$ cat src/rtl/enc_rr_arbiter3_pkg.sv
// Shared definitions for the three-way round-robin arbiter: FSM states,
// idle index code and the index-to-one-hot helper.
package enc_rr_arbiter3_pkg;

    typedef enum logic {
        ST_IDLE  = 1'b0,
        ST_GRANT = 1'b1
    } state_e;

    localparam logic [1:0] IDX_NONE = 2'b11;
    localparam int         NREQ     = 3;

    function automatic logic [NREQ-1:0] idx_to_onehot(input logic [1:0] idx);
        logic [NREQ-1:0] oh;
        oh = 3'b000;
        case (idx)
            2'd0:    oh = 3'b001;
            2'd1:    oh = 3'b010;
            2'd2:    oh = 3'b100;
            default: oh = 3'b000;
        endcase
        return oh;
    endfunction

endpackage

$ cat src/rtl/enc_rr_arbiter3_pick3.sv
// Rotated priority encoder: picks the first requester after 'last',
// wrapping modulo three.
module enc_rr_pick3
    import enc_rr_arbiter3_pkg::*;
(
    input  logic [2:0] req,
    input  logic [1:0] last,
    output logic       pick_valid,
    output logic [1:0] pick_idx,
    output logic [2:0] pick_onehot
);

    logic [1:0] first_s;
    logic [1:0] second_s;
    logic [1:0] third_s;

    // Scan order starting just after the previous owner
    always_comb begin
        first_s  = 2'd0;
        second_s = 2'd1;
        third_s  = 2'd2;
        case (last)
            2'd0: begin
                first_s  = 2'd1;
                second_s = 2'd2;
                third_s  = 2'd0;
            end
            2'd1: begin
                first_s  = 2'd2;
                second_s = 2'd0;
                third_s  = 2'd1;
            end
            default: begin
                first_s  = 2'd0;
                second_s = 2'd1;
                third_s  = 2'd2;
            end
        endcase
    end

    // Take the first active request in scan order
    always_comb begin
        pick_valid = 1'b0;
        pick_idx   = IDX_NONE;
        if (req[first_s]) begin
            pick_valid = 1'b1;
            pick_idx   = first_s;
        end else if (req[second_s]) begin
            pick_valid = 1'b1;
            pick_idx   = second_s;
        end else if (req[third_s]) begin
            pick_valid = 1'b1;
            pick_idx   = third_s;
        end else begin
            pick_valid = 1'b0;
            pick_idx   = IDX_NONE;
        end
    end

    assign pick_onehot = idx_to_onehot(pick_idx);

endmodule

$ cat src/rtl/enc_rr_arbiter3.sv
// Three-requester round-robin arbiter with grant hold, explicit release and
// a hold timeout; all outputs come straight from registers.
module enc_rr_arbiter3
    import enc_rr_arbiter3_pkg::*;
#(
    parameter int MAX_HOLD = 15,
    parameter int HOLD_W   = 4
) (
    input  logic       clk,
    input  logic       rst,
    input  logic [2:0] req,
    input  logic       done,
    output logic [2:0] gnt,
    output logic [1:0] gnt_idx,
    output logic       gnt_valid,
    output logic       timeout
);

    localparam logic [HOLD_W-1:0] HOLD_LAST = HOLD_W'(MAX_HOLD - 1);
    localparam logic [HOLD_W-1:0] HOLD_ZERO = {HOLD_W{1'b0}};
    localparam logic [HOLD_W-1:0] HOLD_ONE  = {{(HOLD_W-1){1'b0}}, 1'b1};

    state_e            state_r;
    logic [1:0]        last_r;
    logic [HOLD_W-1:0] hold_cnt_r;
    logic [2:0]        gnt_r;
    logic [1:0]        gnt_idx_r;
    logic              gnt_valid_r;
    logic              timeout_r;

    logic              pick_valid_s;
    logic [1:0]        pick_idx_s;
    logic [2:0]        pick_onehot_s;
    logic              owner_req_s;
    logic              at_limit_s;

    enc_rr_pick3 u_pick (
        .req         (req),
        .last        (last_r),
        .pick_valid  (pick_valid_s),
        .pick_idx    (pick_idx_s),
        .pick_onehot (pick_onehot_s)
    );

    // The owner is still requesting when its one-hot bit meets req
    assign owner_req_s = |(req & gnt_r);
    assign at_limit_s  = (hold_cnt_r == HOLD_LAST);

    // Arbitration FSM, hold counter, last-owner pointer and output registers
    always_ff @(posedge clk) begin
        if (rst) begin
            state_r     <= ST_IDLE;
            last_r      <= 2'd2;
            hold_cnt_r  <= HOLD_ZERO;
            gnt_r       <= 3'b000;
            gnt_idx_r   <= IDX_NONE;
            gnt_valid_r <= 1'b0;
            timeout_r   <= 1'b0;
        end else begin
            case (state_r)
                ST_IDLE: begin
                    timeout_r  <= 1'b0;
                    hold_cnt_r <= HOLD_ZERO;
                    if (pick_valid_s) begin
                        gnt_r       <= pick_onehot_s;
                        gnt_idx_r   <= pick_idx_s;
                        gnt_valid_r <= 1'b1;
                        state_r     <= ST_GRANT;
                    end else begin
                        gnt_r       <= 3'b000;
                        gnt_idx_r   <= IDX_NONE;
                        gnt_valid_r <= 1'b0;
                        state_r     <= ST_IDLE;
                    end
                end
                ST_GRANT: begin
                    // Voluntary release wins over the timeout in the same cycle
                    if (done || !owner_req_s) begin
                        last_r      <= gnt_idx_r;
                        gnt_r       <= 3'b000;
                        gnt_idx_r   <= IDX_NONE;
                        gnt_valid_r <= 1'b0;
                        timeout_r   <= 1'b0;
                        hold_cnt_r  <= HOLD_ZERO;
                        state_r     <= ST_IDLE;
                    end else if (at_limit_s) begin
                        last_r      <= gnt_idx_r;
                        gnt_r       <= 3'b000;
                        gnt_idx_r   <= IDX_NONE;
                        gnt_valid_r <= 1'b0;
                        timeout_r   <= 1'b1;
                        hold_cnt_r  <= HOLD_ZERO;
                        state_r     <= ST_IDLE;
                    end else begin
                        hold_cnt_r  <= hold_cnt_r + HOLD_ONE;
                        timeout_r   <= 1'b0;
                        state_r     <= ST_GRANT;
                    end
                end
                default: begin
                    gnt_r       <= 3'b000;
                    gnt_idx_r   <= IDX_NONE;
                    gnt_valid_r <= 1'b0;
                    timeout_r   <= 1'b0;
                    hold_cnt_r  <= HOLD_ZERO;
                    state_r     <= ST_IDLE;
                end
            endcase
        end
    end

    assign gnt       = gnt_r;
    assign gnt_idx   = gnt_idx_r;
    assign gnt_valid = gnt_valid_r;
    assign timeout   = timeout_r;

endmodule

$ cat config.mk
export PLATFORM = sky130hd
export DESIGN_NAME = enc_rr_arbiter3
export DESIGN_NICKNAME = d
export VERILOG_FILES = /design/src/rtl/enc_rr_arbiter3_pkg.sv /design/src/rtl/enc_rr_arbiter3_pick3.sv /design/src/rtl/enc_rr_arbiter3.sv
export SDC_FILE = /design/constraint.sdc
export NUM_CORES = 1
export LEC_CHECK = 0
export CORE_AREA = 2 2 39 41
export CTS_BUF_LIST = sky130_fd_sc_hd__clkbuf_4
export CTS_CLUSTER_DIAMETER = 120
export CTS_CLUSTER_SIZE = 28
export DETAILED_ROUTE_END_ITERATION = 8
export DIE_AREA = 0 0 41 43
export DONT_BUFFER_PORTS = 1
export SLEW_MARGIN = 20
export SYNTH_ARGS = -nofsm -noshare
export SYNTH_HDL_FRONTEND = slang
export SYNTH_HIERARCHICAL = 1
export SYNTH_SLANG_ARGS = --single-unit
$ cat constraint.sdc
create_clock -name clk -period 4.1 [get_ports clk]
set_input_delay 0.82 -clock clk [delete_from_list [all_inputs] [get_ports clk]]
set_output_delay 0.82 -clock clk [all_outputs]
set_load 0.01 [all_outputs]
==> results.sh, run 1 <==
export IMPL_yosysUniqueCellTypes=28
export IMPL_setup_viol=0
export IMPL_synth_largest_area_cell="dfxtp_1"
export IMPL_grt_overflow_total=0
export IMPL_cp_end_kind="register"
export IMPL_synth_enable_flop_cells=0
export IMPL_clk_latency_ns=0.27
export IMPL_synth_nets=75
export IMPL_worst_clock_skew_ns=0.00219
export IMPL_cp_required_ns=4.27
export IMPL_fillers=139
export IMPL_dieArea_um2=1760
export IMPL_synthToLayoutAreaGrowth_pct=6.10
export IMPL_pin_count=13
export IMPL_crit_path_start_kind="input port"
export IMPL_post_cts_buffers=0
export IMPL_cts_resized=0
export IMPL_cts_path_max_buffers=2
export IMPL_dpl_cell_count=82
export IMPL_via_per_inst=5.66
export IMPL_worst_slew_pin_slew_ns=0.606
export IMPL_drt_iter0_markers=6
export IMPL_crit_path_max_fanout=6
export IMPL_ys_top_cells_by_count="dfxtp_1 (14), nor2_1 (8), nand2_1 (5)"
export IMPL_startpoint="done"
export IMPL_track_usage=0.152
export IMPL_clock_root_buffer="clkbuf_4"
export IMPL_period_share=0.416
export IMPL_min_from="last_r[0]"
export IMPL_syn_area_um2=616
export IMPL_netlist_area_leader_share=0.455
export IMPL_ant_nets=0
export IMPL_rsz0062_at_grt="false"
export IMPL_finalCriticalPeriod_ns=1.71
export IMPL_rows=14
export IMPL_timing_rr_start="hold_cnt_r[0]"
export IMPL_gp_congestion=0.732
export IMPL_routedWlPerCell_um=12.7
export IMPL_arrival_ns=1.88
export IMPL_avgSynthCellArea_um2=9.19
export IMPL_peakVddDrop_uv=168
export IMPL_leakagePower_uw=0.000267
export IMPL_routed_wirelength_mm=1.08
export IMPL_synth_area_leaders="dfxtp_1 (46%), nor2_1 (4.9%), a22o_1 (4.3%)"
export IMPL_io_buffers=0
export IMPL_stdcell_count=85
export IMPL_status="finished clean"
export IMPL_synth_seq_cells=14
export IMPL_hpwl_um=816
export IMPL_htree_num_levels=1
export IMPL_drive_above_1_share=0.0725
export IMPL_core_area_um2=1380
export IMPL_seq_area_frac_synth=0.455
export IMPL_synth_async_reset_ratio=0
export IMPL_synth_most_common_cell="dfxtp_1"
export IMPL_antenna_found_initial=0
export IMPL_relSlewSlack=0.596
export IMPL_grt_pass1_wl_mm=1.68
export IMPL_fp_dieH_um=43
export IMPL_cts_num_sinks=14
export IMPL_numCtsBuffers=3
export IMPL_max_cap_violations=0
export IMPL_final_max_slew_viol_count=0
export IMPL_num_vias=481
export IMPL_drc=0
export IMPL_min_path_type="reg2reg"
export IMPL_syn_inst=67
export IMPL_path_clk_slew_ns=0.08
export IMPL_grt_pass1_vias=410
export IMPL_yosys_warnings=6
export IMPL_cts_tree="built"
export IMPL_die_x_um=41
export IMPL_holdBufCountCts=0
export IMPL_start_util=0.445
export IMPL_dr_pass1_iters=5
export IMPL_crit_type="in2reg"
export IMPL_hold_viol=0
export IMPL_clock_fmax_mhz=586
export IMPL_synthFlopType="dfxtp_1"
export IMPL_fin_nets=79
export IMPL_grt_max_degree=9
export IMPL_final_setup_tns_ns=0
export IMPL_diodes=0
export IMPL_p_per_area_nw_per_um2=378
-- logic make-up after synthesis --
kind of cell	count (synthesis)	share of synthesized area
xor+xnor	1	0.0142
simple gates	26	0.220
compound gates	17	0.205
flops	14	0.455
buf+inv	5	0.0325
fa+ha+maj	2	0.0406
mux	2	0.0325
-- layout by cell type (no fill, tap or decap), types with 2 or more instances in the layout --
cell	instances
dfxtp_1	14
nor2_1	8
nand2_1	5
inv_1	4
a21oi_1	4
a22o_1	3
clkbuf_4	3
and3_1	2
mux2i_1	2
or3_1	2
o22a_1	2
ha_1	2
nor2b_1	2
o21a_1	2
-- path summary, 6_finish.rpt --
| path | slack, ns | to | depth (start not counted) |
|---|---|---|---|
| max | 2.39 | gnt_idx[0] | 3 |
| min | 0.48 | last_r[0] | 2 |
| max reg2reg | 2.40 | gnt_idx[0] | 5 |
| min reg2reg | 0.48 | last_r[0] | 2 |
-- state kept, by name (all words and copies together) (netlist names) --
signal,flops
hold_cnt_r,4
gnt_valid,1
gnt_idx,2
timeout,1
last_r,2
state_r,1
gnt,3
-- stage by stage --
step	setup slack, ns	area (um^2)	power (uW)	util	hold WS, ns
3_3_place_gp	2.10	631	175	0.456	0.464
4_1_cts	2.39	653	251	0.472	0.490
2_1_floorplan	2.15	616	171	-	0.441
3_5_place_dp	2.10	631	175	0.456	0.472
6_report	2.39	653	247	0.472	0.482
5_1_grt	2.28	653	260	0.472	0.528
-- critical path, stage by stage --
cell and delay [ns]:
or3b_4 0.39, or3_1 0.43, o22a_1 0.24
-- metal layers --
layer	wire length (um)	vias to the layer above	GRT usage
met4	15	0	0.140
met5	0	-	0
met3	89	2	0.0628
met2	437	18	0.169
met1	534	218	0.207
li1	-	243	-
-- layout make-up --
class                   instances  area, um^2  share of cell area
flip-flops and latches         14         280               0.429
well taps                      16        20.0              0.0307
inverters                       4        15.0              0.0230
clock buffers                   3        22.5              0.0345
multi-input cells              48         315               0.483
-- power breakdown --
part	internal, uW	switching [uW]
combinational	11.8	9.72
sequential	142	7.36
clock	34.0	41.4
(Power assumes the default switching activity.)
==> run 2, diff against run 1 <==
==> constraint.sdc (replaced) <==
create_clock -name clk -period 1.8 [get_ports clk]
set_input_delay 0.36 -clock clk [delete_from_list [all_inputs] [get_ports clk]]
set_output_delay 0.36 -clock clk [all_outputs]
set_load 0.01 [all_outputs]
==> results.sh, run 2 (same netlist as run 1, synthesis figures left out) <==
export IMPL_clock_root_buffer="clkbuf_4"
export IMPL_r2r_end="gnt_idx[0]"
export IMPL_min_to="last_r[1]"
export IMPL_dieArea_um2=1760
export IMPL_die_x_um=41
export IMPL_num_vias=483
export IMPL_dpl_worst_slack_ns=0.150
export IMPL_drive_above_1_share=0.0845
export IMPL_ant_nets=0
export IMPL_crit_path_start_kind="register"
export IMPL_holdWs_ns=0.248
export IMPL_worst_slew_pin_slew_ns=0.440
export IMPL_worst_clock_skew_ns=0.00682
export IMPL_peakVddDrop_uv=471
export IMPL_clk_latency_ns=0.27
export IMPL_cp_end_kind="register"
export IMPL_leakagePower_uw=0.000273
export IMPL_io_buffers=0
export IMPL_mostFrequentLayoutCells="dfxtp_1 (14), nor2_1 (8), nand2_1 (5)"
export IMPL_holdBufCountCts=0
export IMPL_whs_path_depth=2
export IMPL_min_from="rst"
export IMPL_drt_iter0_markers=10
export IMPL_stdcell_count=87
export IMPL_final_setup_tns_ns=0
export IMPL_antenna_found_initial=0
export IMPL_routedWlPerCell_um=13.7
export IMPL_min_path_type="in2reg"
export IMPL_routed_wirelength_mm=1.19
export IMPL_clock_fmax_mhz=589
export IMPL_via_per_inst=5.55
export IMPL_dpl_cell_count=83
export IMPL_p_per_area_nw_per_um2=862
export IMPL_fin_nets=80
export IMPL_cts_resized=0
export IMPL_cts_num_sinks=14
export IMPL_ff2ff_setup_slack_ns=0.10
export IMPL_cts_path_max_buffers=2
export IMPL_grt_pass1_wl_mm=1.98
export IMPL_crit_type="reg2reg"
export IMPL_cp_slowest_stage_delay_ns=0.48
export IMPL_numCtsBuffers=3
export IMPL_post_cts_buffers=0
export IMPL_track_usage=0.170
export IMPL_fp_dieH_um=43
export IMPL_drc=0
export IMPL_dr_pass1_iters=4
export IMPL_finalCriticalPeriod_ns=1.70
export IMPL_cp_required_ns=1.97
export IMPL_grt_overflow_total=0
export IMPL_grt_pass1_vias=441
export IMPL_regMostFlops="hold_cnt_r"
export IMPL_layout_commonest_cell="dfxtp_1"
export IMPL_htree_num_levels=1
export IMPL_hpwl_um=829
export IMPL_cts_tree="built"
export IMPL_hold_viol=0
export IMPL_core_area_um2=1380
export IMPL_start_util=0.445
export IMPL_path_clk_slew_ns=0.09
export IMPL_rsz0062_at_grt="false"
export IMPL_cp_slowest_cell="or3_1"
export IMPL_period_share=0.944
export IMPL_worst_slack_ns=0.101
export IMPL_rows=14
export IMPL_ff2ff_path_depth=5
export IMPL_crit_chain="inv_1 -> ha_1 -> and3_1 -> or3_1 -> o22a_1"
export IMPL_pin_count=13
export IMPL_synthToLayoutAreaGrowth_pct=7.93
export IMPL_status="finished clean"
export IMPL_setup_viol=0
export IMPL_arrival_ns=1.87
export IMPL_largest_reg_flops=4
export IMPL_max_cap_violations=0
export IMPL_grt_max_degree=9
export IMPL_relSlewSlack=0.705
export IMPL_gp_congestion=0.742
export IMPL_diodes=0
export IMPL_timing_rr_start="hold_cnt_r[0]"
export IMPL_final_max_slew_viol_count=0
export IMPL_crit_path_max_fanout=6
[run 2: routing by layer]
layer / GRT usage / up-vias / share of wire
met5: 0 / - / 0
met4: 0.100 / 0 / 0.015
met3: 0.0576 / 2 / 0.070
met2: 0.209 / 16 / 0.40
met1: 0.248 / 218 / 0.51
li1: - / 247 / -
[run 2: stage by stage]
stage	power [uW]	cell area (um^2)	util
floorplan	389	616	-
global placement	401	638	0.461
detailed placement	401	638	0.461
CTS	580	664	0.480
global route	605	664	0.480
finish	573	664	0.480
[run 2: final cells by class]
cell class / instances / area [um^2]
multi-input cells: 48 / 315
repair buffers: 1 / 7.51
fillers: 141 / 719
clock buffers: 3 / 22.5
clock inverters: 1 / 3.75
flip-flops and latches: 14 / 280
well taps: 16 / 20.0
inverters: 4 / 15.0
[run 2: worst max-delay path by stage]
stage                       start         end  slack (ns)  depth (start not counted)
floorplan           hold_cnt_r[0]  gnt_idx[1]        0.21                          6
global placement    hold_cnt_r[0]  gnt_idx[0]        0.17                          5
detailed placement  hold_cnt_r[0]  gnt_idx[1]        0.15                          5
CTS                 hold_cnt_r[0]  gnt_idx[0]        0.09                          5
global route        hold_cnt_r[0]  gnt_idx[0]        0.04                          5
finish              hold_cnt_r[0]  gnt_idx[0]        0.10                          5
[run 2: worst max-delay path: cells and delay by family, from the launching register on]
kind                       cells  cell delay, ns
DFF                            1            0.39
adders and majority gates      1            0.21
and+or+nand+nor                2            0.70
buffers and inverters          1            0.07
AOI/OAI and AO/OA              1            0.23
[run 2: power breakdown]
group | internal, uW | switching (uW)
clock | 80.2 | 99.2
sequential | 325 | 17.0
combinational | 29.0 | 23.1
total | 434 | 139
==> RTL change (flow settings as in run 2) <==
Change the parameter `HOLD_W` from 4 to 5.
--- a/src/rtl/enc_rr_arbiter3.sv
+++ b/src/rtl/enc_rr_arbiter3.sv
@@ -5,5 +5,5 @@
 #(
     parameter int MAX_HOLD = 15,
-    parameter int HOLD_W   = 4
+    parameter int HOLD_W   = 5
 ) (
     input  logic       clk,
Function: no difference found for any inputs over 10 cycles, from zero or initial values and one cycle with rst high; that may be too few to reach the edited logic, so the function may still have changed.
==> RTL change against run 2 <==
Count of clock-buffer cells in the layout is the same. Sequential cell count up 1. Cell area rose by 5.1%. Wire length shrank 8.2%. Setup slack better by 0.068 ns. Total power increased by 4.7%. Global-route usage is 1.4 points lower. Critical path depth unchanged. Area after synthesis grew 6.3%. Largest cell class unchanged. Largest power group unchanged.
==> RTL change: results (changes against run 2) <==
cts:
  cts_htree_levels: 1  # unchanged
  numCtsBuffers: 3  # unchanged
  postCtsSetupBuffers: 0  # unchanged
  worst_skew_pair.late_latency_ns: 0.28
logic_synthesis:
  synthTopCellsByArea: "dfxtp_1 46%, nor2_1 5.2%, a22o_1 4.0%, ha_1 3.8%, mux2i_1 3.1%"  # was dfxtp_1 46%, nor2_1 4.9%, a22o_1 4.3%, ha_1 4.1%, a21oi_1 3.3%
  synthTopCellsByCount: "15 x dfxtp_1, 9 x nor2_1, 3 x a21oi_1, 3 x a22o_1, 3 x nand2b_1"  # was 14 x dfxtp_1, 8 x nor2_1, 5 x nand2_1, 4 x a21oi_1, 4 x inv_1
  yosysWarnings: 6  # unchanged
  syn_avg_cell_area_sq_um: 9.77  # was 9.19 sq um
  seq_area_frac_synth: 0.459  # was 0.455
  synth_cell_types: 28  # unchanged
  synth_nets: 75  # unchanged
final_layout:
  drive_above_1_share: 0.0986  # was 0.0845
  insertedDiodeCount: 0  # unchanged
  largest_reg_flops: 5  # was 4
global_routing:
  grt_use_total: 0.156  # was 0.170
  grt_pass1_vias: 447  # was 441
  grt_max_degree: 10  # was 9
  grt_first_pass_wirelength_um: 1750  # was 1980 um
  antenna_found_initial: 0  # unchanged
power:
  p_comb_frac: 0.083  # was 0.091
  vdd_drop_max_uv: 378  # was 471 uV
  leakage_nw: 0.284  # was 0.273 nW
  p_int_w: 0.000459  # was 0.000434 W
  pg_comb_w: 0.0000496  # was 0.0000521 W
  pg_seq_w: 0.000364  # was 0.000342 W
placed_design:
  port_buffers: 0  # unchanged
  dp_worst_setup_slack_ns: 0.168  # was 0.150 ns
  place.gp.congestion: 0.659  # was 0.742
  dp_hpwl_um: 842  # was 829 um
  dpl-instance-area_sq_um: 671  # was 638 sq um
drt:
  drt-pass1-iter-count: 5  # was 4
  wl_per_cell_um: 12.5  # was 13.7 um
  via_per_inst: 5.26  # was 5.55
  drc: 0  # unchanged
  drt_iter0_drc: 7  # was 10
setup_path:
  cp.arrival_ns: 1.81  # was 1.87 ns
  reg2reg_from: "hold_cnt_r[0]"  # unchanged
  path_max_fanout: 8  # was 6
timing:
  skew_ns: 0.00457  # was 0.00682 ns
  slew_headroom: 0.628  # was 0.705
status:
  outcome: "finished, final reports clean"  # unchanged
min_path:
  hold_class: "input port to flop"  # unchanged
  hp-start: "rst"  # unchanged
## RTL change: changes by cell type after synthesis, moves of 2 or more
cell and delta:
xor2_1 +2, nand2_1 -3, nand2b_1 +2, inv_1 -2, and3_1 -2
## RTL change: final cells by class
cell class / count / area (sq um)
multi-input cells: 49 / 335
clock buffers: 3 / 22.5
repair buffers: 1 / 7.51
clock inverters: 1 / 5.00
inverters: 2 / 7.51
fillers: 134 / 686
well taps: 16 / 20.0
flip-flops and latches: 15 / 300
## RTL change: layer usage
layer | vias to the layer above | part of all wire | track usage
li1 | 248 | - | -
met1 | 199 | 0.44 | 0.166
met2 | 9 | 0.51 | 0.241
met3 | 2 | 0.038 | 0.0314
met4 | 0 | 0.016 | 0.140
met5 | - | 0 | 0
## RTL change: worst max-delay path: cells and delay by family, from the launching register on
kind            cells  cell delay (ns)
buf+inv             1             0.06
compound gates      1             0.22
flops               1             0.38
fa+ha+maj           1             0.18
simple gates        2             0.69
## RTL change: through the flow
step                      cells   util
after floorplan              67      -
after global placement       83  0.485
after detailed placement     83  0.485
after CTS                    87  0.505
after global routing         87  0.505
final                        87  0.505
## RTL change: final timing paths
kind                                       to  slack (ns)  cells past startpoint
worst max register to register     gnt_idx[0]        0.17                      5
worst min register to register  hold_cnt_r[0]        0.47                      1
worst max-delay path               gnt_idx[0]        0.17                      5
worst min-delay path                last_r[1]        0.25                      2
## RTL change: cell families (layout without fill, tap and decap cells)
| kind of cell | after synthesis | in the layout | synth area share |
|---|---|---|---|
| compound gates | 15 | 15 | 0.174 |
| flops | 15 | 15 | 0.459 |
| mux | 2 | 2 | 0.0306 |
| buf+inv | 3 | 7 | 0.0287 |
| fa+ha+maj | 2 | 2 | 0.0382 |
| xor+xnor | 3 | 3 | 0.0402 |
| simple gates | 27 | 27 | 0.229 |
